--- config.mk ---
export PLATFORM = sky130hd
export DESIGN_NAME = linebuffer_ctrl_flat
export DESIGN_NICKNAME = d
export VERILOG_FILES = /design/src/rtl/linebuffer_ctrl_if.sv /design/src/rtl/linebuffer_ctrl.sv /design/src/flat_wrapper.sv
export SDC_FILE = /design/constraint.sdc
export NUM_CORES = 1
export LEC_CHECK = 0
export CAP_MARGIN = 0
export CORE_UTILIZATION = 35
export DETAILED_ROUTE_END_ITERATION = 8
export GPL_TIMING_DRIVEN = 0
export PLACE_DENSITY = 0.66
export SLEW_MARGIN = 20
export SYNTH_ARGS = -nofsm -noshare
export SYNTH_HDL_FRONTEND = slang
export SYNTH_SLANG_ARGS = --single-unit
--- constraint.sdc ---
create_clock -name CK -period 5.2 [get_ports CK]
set_clock_uncertainty 0.05 [all_clocks]
set_input_delay 0.78 -clock CK [delete_from_list [all_inputs] [get_ports CK]]
set_output_delay 0.78 -clock CK [all_outputs]
set_load 0.02 [all_outputs]
--- src/rtl/linebuffer_ctrl_if.sv ---
// Signal bundle between the scanline timing/renderer side and the line-buffer controller.
// Names follow the pin names of the controller; the master drives timing/render inputs.
interface linebuffer_ctrl_if;
  logic       HSYNC_START;
  logic       PIX_LOAD;
  logic [7:0] PIX_X;
  logic       PIX_VALID;
  logic       LDX_A;
  logic       LDX_B;
  logic [7:0] XPOS_A;
  logic [7:0] XPOS_B;
  logic       WE_A;
  logic       WE_B;
  logic       MODE_A;
  logic       MODE_B;
  logic       SEL;
  logic       DISP_VALID;
  logic       CLR_EN;
  logic       LINE_ERR;
  logic       WR_DROP;

  modport master (
    output HSYNC_START, PIX_LOAD, PIX_X, PIX_VALID,
    input  LDX_A, LDX_B, XPOS_A, XPOS_B, WE_A, WE_B, MODE_A, MODE_B,
           SEL, DISP_VALID, CLR_EN, LINE_ERR, WR_DROP
  );

  modport slave (
    input  HSYNC_START, PIX_LOAD, PIX_X, PIX_VALID,
    output LDX_A, LDX_B, XPOS_A, XPOS_B, WE_A, WE_B, MODE_A, MODE_B,
           SEL, DISP_VALID, CLR_EN, LINE_ERR, WR_DROP
  );
endinterface

--- src/rtl/linebuffer_ctrl.sv ---
// Double-buffered sprite line-buffer controller: one buffer is rendered while the other
// is read out to the display and then cleared; the roles swap on every HSYNC_START.
module linebuffer_ctrl #(
  parameter int DISP_START = 8,
  parameter int LB_LEN     = 192
) (
  input  logic              CK,
  input  logic              RESET,
  linebuffer_ctrl_if.slave  bus,
  output logic [1:0]        dbg_state_o
);
  localparam int CW = 9;
  localparam logic [CW-1:0] WAIT_LDX  = CW'(DISP_START - 2);
  localparam logic [CW-1:0] WAIT_LAST = CW'(DISP_START - 1);
  localparam logic [CW-1:0] LINE_LDX  = CW'(LB_LEN - 2);
  localparam logic [CW-1:0] LINE_LAST = CW'(LB_LEN - 1);

  typedef enum logic [1:0] {
    ST_IDLE  = 2'd0,
    ST_WAIT  = 2'd1,
    ST_READ  = 2'd2,
    ST_CLEAR = 2'd3
  } state_t;

  state_t        state_q, state_d;
  logic [CW-1:0] cnt_q, cnt_d;
  logic          sel_q, sel_d;
  logic          pos_valid_q, pos_valid_d;
  logic          ldx_a_q, ldx_a_d, ldx_b_q, ldx_b_d;
  logic [7:0]    xpos_a_q, xpos_a_d, xpos_b_q, xpos_b_d;
  logic          we_a_q, we_a_d, we_b_q, we_b_d;
  logic          mode_a_q, mode_a_d, mode_b_q, mode_b_d;
  logic          disp_valid_q, disp_valid_d;
  logic          clr_en_q, clr_en_d;
  logic          line_err_q, line_err_d;
  logic          wr_drop_q, wr_drop_d;

  // Display-side and render-side intents for the next cycle, before routing to A/B.
  logic          d_ldx, d_mode, d_we;
  logic          r_ldx, r_we;
  logic [7:0]    r_x;

  always_ff @(posedge CK or posedge RESET) begin
    if (RESET) begin
      state_q      <= ST_IDLE;
      cnt_q        <= '0;
      sel_q        <= 1'b0;
      pos_valid_q  <= 1'b0;
      ldx_a_q      <= 1'b0;
      ldx_b_q      <= 1'b0;
      xpos_a_q     <= 8'd0;
      xpos_b_q     <= 8'd0;
      we_a_q       <= 1'b0;
      we_b_q       <= 1'b0;
      mode_a_q     <= 1'b0;
      mode_b_q     <= 1'b0;
      disp_valid_q <= 1'b0;
      clr_en_q     <= 1'b0;
      line_err_q   <= 1'b0;
      wr_drop_q    <= 1'b0;
    end else begin
      state_q      <= state_d;
      cnt_q        <= cnt_d;
      sel_q        <= sel_d;
      pos_valid_q  <= pos_valid_d;
      ldx_a_q      <= ldx_a_d;
      ldx_b_q      <= ldx_b_d;
      xpos_a_q     <= xpos_a_d;
      xpos_b_q     <= xpos_b_d;
      we_a_q       <= we_a_d;
      we_b_q       <= we_b_d;
      mode_a_q     <= mode_a_d;
      mode_b_q     <= mode_b_d;
      disp_valid_q <= disp_valid_d;
      clr_en_q     <= clr_en_d;
      line_err_q   <= line_err_d;
      wr_drop_q    <= wr_drop_d;
    end
  end

  // Display FSM: outputs computed here are the registered values for the following cycle.
  always_comb begin
    state_d      = state_q;
    cnt_d        = cnt_q;
    sel_d        = sel_q;
    d_ldx        = 1'b0;
    d_mode       = 1'b0;
    d_we         = 1'b0;
    disp_valid_d = 1'b0;
    clr_en_d     = 1'b0;
    line_err_d   = 1'b0;
    if (bus.HSYNC_START) begin
      sel_d      = ~sel_q;
      state_d    = ST_WAIT;
      cnt_d      = '0;
      line_err_d = (state_q == ST_READ) || (state_q == ST_CLEAR);
    end else begin
      case (state_q)
        ST_WAIT: begin
          cnt_d = cnt_q + 1'b1;
          if (cnt_q == WAIT_LDX) d_ldx = 1'b1;
          if (cnt_q == WAIT_LAST) begin
            state_d      = ST_READ;
            cnt_d        = '0;
            d_mode       = 1'b1;
            disp_valid_d = 1'b1;
          end
        end
        ST_READ: begin
          cnt_d        = cnt_q + 1'b1;
          d_mode       = 1'b1;
          disp_valid_d = 1'b1;
          // Rewind the counter during the final read so clearing starts at entry 0.
          if (cnt_q == LINE_LDX) d_ldx = 1'b1;
          if (cnt_q == LINE_LAST) begin
            state_d      = ST_CLEAR;
            cnt_d        = '0;
            d_mode       = 1'b0;
            disp_valid_d = 1'b0;
            d_we         = 1'b1;
            clr_en_d     = 1'b1;
          end
        end
        ST_CLEAR: begin
          cnt_d    = cnt_q + 1'b1;
          d_we     = 1'b1;
          clr_en_d = 1'b1;
          if (cnt_q == LINE_LAST) begin
            state_d  = ST_IDLE;
            cnt_d    = '0;
            d_we     = 1'b0;
            clr_en_d = 1'b0;
          end
        end
        default: ;
      endcase
    end
  end

  // Render pipeline targets the pre-swap render buffer (sel_q); display targets sel_d.
  always_comb begin
    r_ldx       = bus.PIX_LOAD;
    r_x         = bus.PIX_LOAD ? bus.PIX_X : 8'd0;
    r_we        = bus.PIX_VALID & ~bus.PIX_LOAD & pos_valid_q;
    wr_drop_d   = bus.PIX_VALID & (bus.PIX_LOAD | ~pos_valid_q);
    pos_valid_d = bus.HSYNC_START ? 1'b0 : (bus.PIX_LOAD | pos_valid_q);
    ldx_a_d     = (~sel_q & r_ldx) | (sel_d & d_ldx);
    ldx_b_d     = (sel_q & r_ldx) | (~sel_d & d_ldx);
    xpos_a_d    = (~sel_q & r_ldx) ? r_x : 8'd0;
    xpos_b_d    = (sel_q & r_ldx) ? r_x : 8'd0;
    we_a_d      = (~sel_q & r_we) | (sel_d & d_we);
    we_b_d      = (sel_q & r_we) | (~sel_d & d_we);
    mode_a_d    = sel_d & d_mode;
    mode_b_d    = ~sel_d & d_mode;
  end

  assign bus.LDX_A      = ldx_a_q;
  assign bus.LDX_B      = ldx_b_q;
  assign bus.XPOS_A     = xpos_a_q;
  assign bus.XPOS_B     = xpos_b_q;
  assign bus.WE_A       = we_a_q;
  assign bus.WE_B       = we_b_q;
  assign bus.MODE_A     = mode_a_q;
  assign bus.MODE_B     = mode_b_q;
  assign bus.SEL        = sel_q;
  assign bus.DISP_VALID = disp_valid_q;
  assign bus.CLR_EN     = clr_en_q;
  assign bus.LINE_ERR   = line_err_q;
  assign bus.WR_DROP    = wr_drop_q;
  assign dbg_state_o    = state_q;
endmodule

--- src/flat_wrapper.sv ---
// flat-port wrapper written by rule: the top's interface ports become plain ports
module linebuffer_ctrl_flat 
#(
  parameter int DISP_START = 8,
  parameter int LB_LEN     = 192
)
  (CK, RESET, dbg_state_o, bus_HSYNC_START, bus_PIX_LOAD, bus_PIX_X, bus_PIX_VALID, bus_LDX_A, bus_LDX_B, bus_XPOS_A, bus_XPOS_B, bus_WE_A, bus_WE_B, bus_MODE_A, bus_MODE_B, bus_SEL, bus_DISP_VALID, bus_CLR_EN, bus_LINE_ERR, bus_WR_DROP);
  linebuffer_ctrl_if bus_i ();
  input  logic CK;
  input  logic RESET;
  output logic [1:0] dbg_state_o;
  input wire logic [$bits(bus_i.HSYNC_START)-1:0] bus_HSYNC_START;
  input wire logic [$bits(bus_i.PIX_LOAD)-1:0] bus_PIX_LOAD;
  input wire logic [$bits(bus_i.PIX_X)-1:0] bus_PIX_X;
  input wire logic [$bits(bus_i.PIX_VALID)-1:0] bus_PIX_VALID;
  output wire logic [$bits(bus_i.LDX_A)-1:0] bus_LDX_A;
  output wire logic [$bits(bus_i.LDX_B)-1:0] bus_LDX_B;
  output wire logic [$bits(bus_i.XPOS_A)-1:0] bus_XPOS_A;
  output wire logic [$bits(bus_i.XPOS_B)-1:0] bus_XPOS_B;
  output wire logic [$bits(bus_i.WE_A)-1:0] bus_WE_A;
  output wire logic [$bits(bus_i.WE_B)-1:0] bus_WE_B;
  output wire logic [$bits(bus_i.MODE_A)-1:0] bus_MODE_A;
  output wire logic [$bits(bus_i.MODE_B)-1:0] bus_MODE_B;
  output wire logic [$bits(bus_i.SEL)-1:0] bus_SEL;
  output wire logic [$bits(bus_i.DISP_VALID)-1:0] bus_DISP_VALID;
  output wire logic [$bits(bus_i.CLR_EN)-1:0] bus_CLR_EN;
  output wire logic [$bits(bus_i.LINE_ERR)-1:0] bus_LINE_ERR;
  output wire logic [$bits(bus_i.WR_DROP)-1:0] bus_WR_DROP;
  assign bus_i.HSYNC_START = bus_HSYNC_START;
  assign bus_i.PIX_LOAD = bus_PIX_LOAD;
  assign bus_i.PIX_X = bus_PIX_X;
  assign bus_i.PIX_VALID = bus_PIX_VALID;
  assign bus_LDX_A = bus_i.LDX_A;
  assign bus_LDX_B = bus_i.LDX_B;
  assign bus_XPOS_A = bus_i.XPOS_A;
  assign bus_XPOS_B = bus_i.XPOS_B;
  assign bus_WE_A = bus_i.WE_A;
  assign bus_WE_B = bus_i.WE_B;
  assign bus_MODE_A = bus_i.MODE_A;
  assign bus_MODE_B = bus_i.MODE_B;
  assign bus_SEL = bus_i.SEL;
  assign bus_DISP_VALID = bus_i.DISP_VALID;
  assign bus_CLR_EN = bus_i.CLR_EN;
  assign bus_LINE_ERR = bus_i.LINE_ERR;
  assign bus_WR_DROP = bus_i.WR_DROP;
  linebuffer_ctrl #(.DISP_START(DISP_START), .LB_LEN(LB_LEN)) u_core (.CK(CK), .RESET(RESET), .bus(bus_i), .dbg_state_o(dbg_state_o));
endmodule
# Yosys cells after proc, flatten, opt, wreduce, memory -nomap -nowiden
# Cells that the tools add are included.
# totals
out_inout_bits,29
input_bits,13
reg_bits,39
word_cells,81
# op_classes
reduce_logical,5
add_sub_neg,1
n_mux,26
eq_ne,10
bitwise,23
# ops
operator,count
9-bit two-way mux,3
8-bit two-way mux,3
"9-bit by 3-bit equality test with 1-bit output, second input constant",2
"9-bit by 8-bit equality test with 1-bit output, second input constant",2
9-bit case mux with 2 select lines,1
1-bit bitwise AND,13
1-bit two-way mux,11
"9-bit by 1-bit adder with 9-bit output, second input constant",1
2-bit two-way mux,4
"3-bit != test, second input constant",2
1-bit bitwise OR,6
1-bit case mux with 2 select lines,3
2-bit case mux with 3 select lines,1
"2-bit equality test, second input constant",2
1-bit inverter,4
4-bit AND reduction,1
4-bit nonzero test,1
"3-bit by 2-bit != test with 1-bit output, second input constant",1
3-bit nonzero test,1
"2-bit by 1-bit equality test with 1-bit output, second input constant",1
2-bit OR reduction,1
1-bit logical OR,1

# Depth between registers and ports, before layout
# depth
word_depth,6
mapped_depth,7
depth_no_buf,6

# Worst setup path after synthesis
# OpenSTA, ideal clock, no wires.
# synth_timing
path_kind,in2reg
startpoint,input bus_HSYNC_START
endpoint,register u_core.cnt_q[7]
n_path_buf,1
setup_ns,0.119
cell_stages,5
path_slack_ns,3.346
required_time_ns,5.031
arrival_time_ns,1.685
path_cell_list,clkbuf_1 o41ai_2 nor4_1 xnor2_1 nor2_1
# synth_between
elab_chain_len,1
elab_cells_between_ends,2
classes_between,mux (1); reduce/logical (1)
# synth_rtl
item,line_no,source
start: declaration,flat_wrapper.sv:12,input wire logic [$bits(bus_i.HSYNC_START)-1:0] bus_HSYNC_START;
3-bit nonzero test (no source line) / 9-bit two-way mux (equally long branches),--,
end signal: assignment,linebuffer_ctrl.sv:63,cnt_q <= cnt_d;
end: declaration,linebuffer_ctrl.sv:26,"logic [CW-1:0] cnt_q, cnt_d;"
# Several ways; a longest one is shown, not always the timed one.
# A chain may end at the register's enable or synchronous reset.

# Final worst setup path
# layout_timing
startpoint,register u_core.state_q[1] (netlist: u_core.dbg_state_o[1])
endpoint,output dbg_state_o[1]
# layout_rtl
item,line_no,source
start: declaration,linebuffer_ctrl.sv:25,"state_t state_q, state_d;"
start signal: assignment,linebuffer_ctrl.sv:62,state_q <= state_d;
end: declaration,flat_wrapper.sv:11,output logic [1:0] dbg_state_o;
# No word-level cell between the ends.

==> reports/summary.txt <==
Worst setup SP type - flip-flop
Area delta synth->final - 34.9%
Peak supply drop - 0.000148 V
Crit Path Class - flip-flop to output pin
Post-CTS Resized - 0
Grt ovf - 0
Sequential area share after synthesis - 55.2%
EDFF count, synth - 0
First-pass GRT wire length - 5960 µm
Maxcap violations - 0
CTS Hold Bufs - 0
Status - completed
Pins Over Slew Limit - 0
Synth Net Count - 178
Least-Margin Pin Slew - 0.569 ns
Antenna violations before repair - 0
Mean Syn Cell Area - 11.1 µm²
Slowest-stage cell, CP - clkdlybuf4s50_1
Drt via density - 4.80
DR DRC count - 0
# setup viols final - 0
CTS Root Cell - clkbuf_8
Tcrit/Tclk final - 41.7%
Clock slew at reported path FFs - 0.07 ns
Final worst path period need - 2.17 ns
Top cells by area, synth - dfrtp_1, nor2_1, ha_1
Leak - 1.05 nW
Antenna-violating nets left - 0
Final GP Congestion - 0.788
Ys flop type - dfrtp_1
I/O pins - 42
Cell area after synthesis - 1770 µm²
Worst setup EP type - output pin
Final Util - 49.9%
Worst-skew pair later-pin latency - 0.29 ns
Diodes inserted - 0
CP peak stage delay - 0.63 ns
Max H-tree Level - 2
Worst path bufs/invs - 1
PwrDens - 409 nW/µm²
Final TNS setup - 0 ns
Clock Tree Buf Depth - 2
Total of warnings raised by yosys - 0
CTS Buf Count - 5
Starting density of the core - 37.0%
Synth Instances - 160
WP data arrival - 1.34 ns
Yosys top cell area share - 55.2%
Delay-heaviest family, CP - buffers and inverters
Port bufs - 40
Core Rows - 25
Vias in the first global route - 1,243
First drt pass iteration count - 4
Iter 0 DRT Violations - 53
DR WL/cell - 12.8 µm
Sink Count - 39
CP Max Fanout - 5
Slew headroom - 61.8%
CTS tree - yes
Fmax - 462 MHz
FFs w/ async S/R, synth - 100%
Count of cell types in the netlist - 43
Hold Fails Final Rpt - 0
Layout cells sized above 1 - 11.5%
Area of the die - 5340 µm²
Post-CTS setup buffers - 0
Final nets - 226
Synth Register Bits - 39
Total number of vias - 1,324
Yosys top cell by area - dfrtp_1
Worst-path cell chain - clkdlybuf4s50_1
Largest net degree at the start of global routing - 25
Hold crit path type - flip-flop to flip-flop
Tot GR Track Use - 15.0%
Unrepaired setup endpoints after global routing - no
Final wirelength - 3520 µm
Worst Path Required - 4.37 ns
Die height - 73.1 µm
Die Wd - 73.1 µm
Core Box Area - 4790 µm²
DP Wirelength - 2590 µm
-- cell usage in the layout, fill, tap and decap left out, drive strengths merged, types with 3 or more instances in the layout --
cell | Yosys | routed
nand3 | 3 | 3
clkbuf | 7 | 12
and3 | 9 | 9
xor2 | 3 | 3
nor2 | 20 | 20
xnor2 | 4 | 4
ha | 5 | 5
and2 | 8 | 8
dfrtp | 39 | 39
nand4 | 3 | 3
nor3 | 8 | 8
inv | 8 | 8
buf | 2 | 3
o21ai | 5 | 5
clkdlybuf4s50 | 0 | 40
nand2 | 4 | 4
-- per-stage QoR --
stage	hold slack, ns	instance area [µm²]	power (mW)	cells	worst slack, ns
2_1_floorplan	0.396	1770	0.600	160	3.35
3_3_place_gp	0.417	2250	0.730	267	2.66
3_5_place_dp	0.420	2270	0.735	268	3.16
4_1_cts	0.435	2390	0.990	276	3.01
5_1_grt	0.467	2390	1.04	276	2.96
6_report	0.438	2390	0.977	276	3.03
-- power breakdown --
group	switching, mW	internal (mW)	total [mW]
combinational	0.197	0.153	0.351
clock	0.107	0.143	0.250
sequential	0.0261	0.350	0.376
total	0.331	0.646	0.977
-- sequential cells by signal (all words and copies together) (netlist names) --
name and cells:
u_core.bus.CLR_EN 1, u_core.bus.DISP_VALID 1, u_core.bus.LDX_A 1, u_core.bus.LDX_B 1, u_core.bus.LINE_ERR 1, u_core.bus.MODE_A 1
u_core.bus.MODE_B 1, u_core.bus.SEL 1, u_core.bus.WE_A 1, u_core.bus.WE_B 1, u_core.bus.WR_DROP 1, u_core.bus.XPOS_A 8
u_core.bus.XPOS_B 8, u_core.cnt_q 9, u_core.dbg_state_o 2, u_core.pos_valid_q 1
-- area by class of cell --
cell class	instances	area [µm²]
Fill cell	432	2400
Tap cell	67	83.8
Inverter	8	30.0
Multi-Input combinational cell	104	713
Buffer	9	50.0
Clock inverter	3	43.8
Sequential cell	39	976
Timing Repair Buffer	41	420
Clock buffer	5	68.8
-- cells by family after synthesis --
logic type                 Yosys count  synth area share [%]
adders and majority gates            5                  3.54
buffers and inverters               17                  4.53
and+or+nand+nor                     69                  22.6
DFF                                 39                  55.2
muxes                                4                  2.40
AOI/OAI and AO/OA                   19                  8.27
xor gates and xnor gates             7                  3.47
-- cells in the mapped netlist, types with 3 or more instances --
cell type  instances
dfrtp_1           39
nor2_1            20
and3_1             9
and2_1             8
inv_1              8
clkbuf_1           6
nor3_1             6
ha_1               5
nand2_1            4
xnor2_1            4
nand3_1            3
nand4_1            3
o21ai_0            3
xor2_1             3
-- final timing paths --
path | from | endpoint | slack, ns | cells past startpoint
worst min-delay path | u_core.pos_valid_q$_DFF_PP0_ | u_core.bus.WR_DROP$_DFF_PP0_ | 0.44 | 1
worst max register to register | u_core.dbg_state_o[0]$_DFFE_PP0P_ | u_core.cnt_q[5]$_DFFE_PP0P_ | 3.38 | 6
max in group asynchronous | RESET | u_core.bus.LINE_ERR$_DFF_PP0_ | 3.95 | 3
min in group asynchronous | RESET | u_core.bus.XPOS_B[4]$_DFF_PP0_ | 0.71 | 2
worst min register to register | u_core.pos_valid_q$_DFF_PP0_ | u_core.bus.WR_DROP$_DFF_PP0_ | 0.44 | 1
worst max-delay path | u_core.dbg_state_o[1]$_DFFE_PP0P_ | dbg_state_o[1] | 3.03 | 1
-- worst reg2reg max path, cell delays in order (launching register included) --
cell and delay [ns]:
dfrtp_1 0.42, ha_1 0.21, clkbuf_2 0.19, o41ai_2 0.51, nor3_1 0.12, xnor2_1 0.16, nor2_1 0.05
-- layer usage --
layer	vias up	share of wire [%]	GRT usage, %
met5	-	0	0
met3	5	5.6	4.01
li1	652	-	-
met2	47	46	23.9
met1	620	47	19.8
met4	0	1.1	4.58
(Power assumes the default switching activity.)
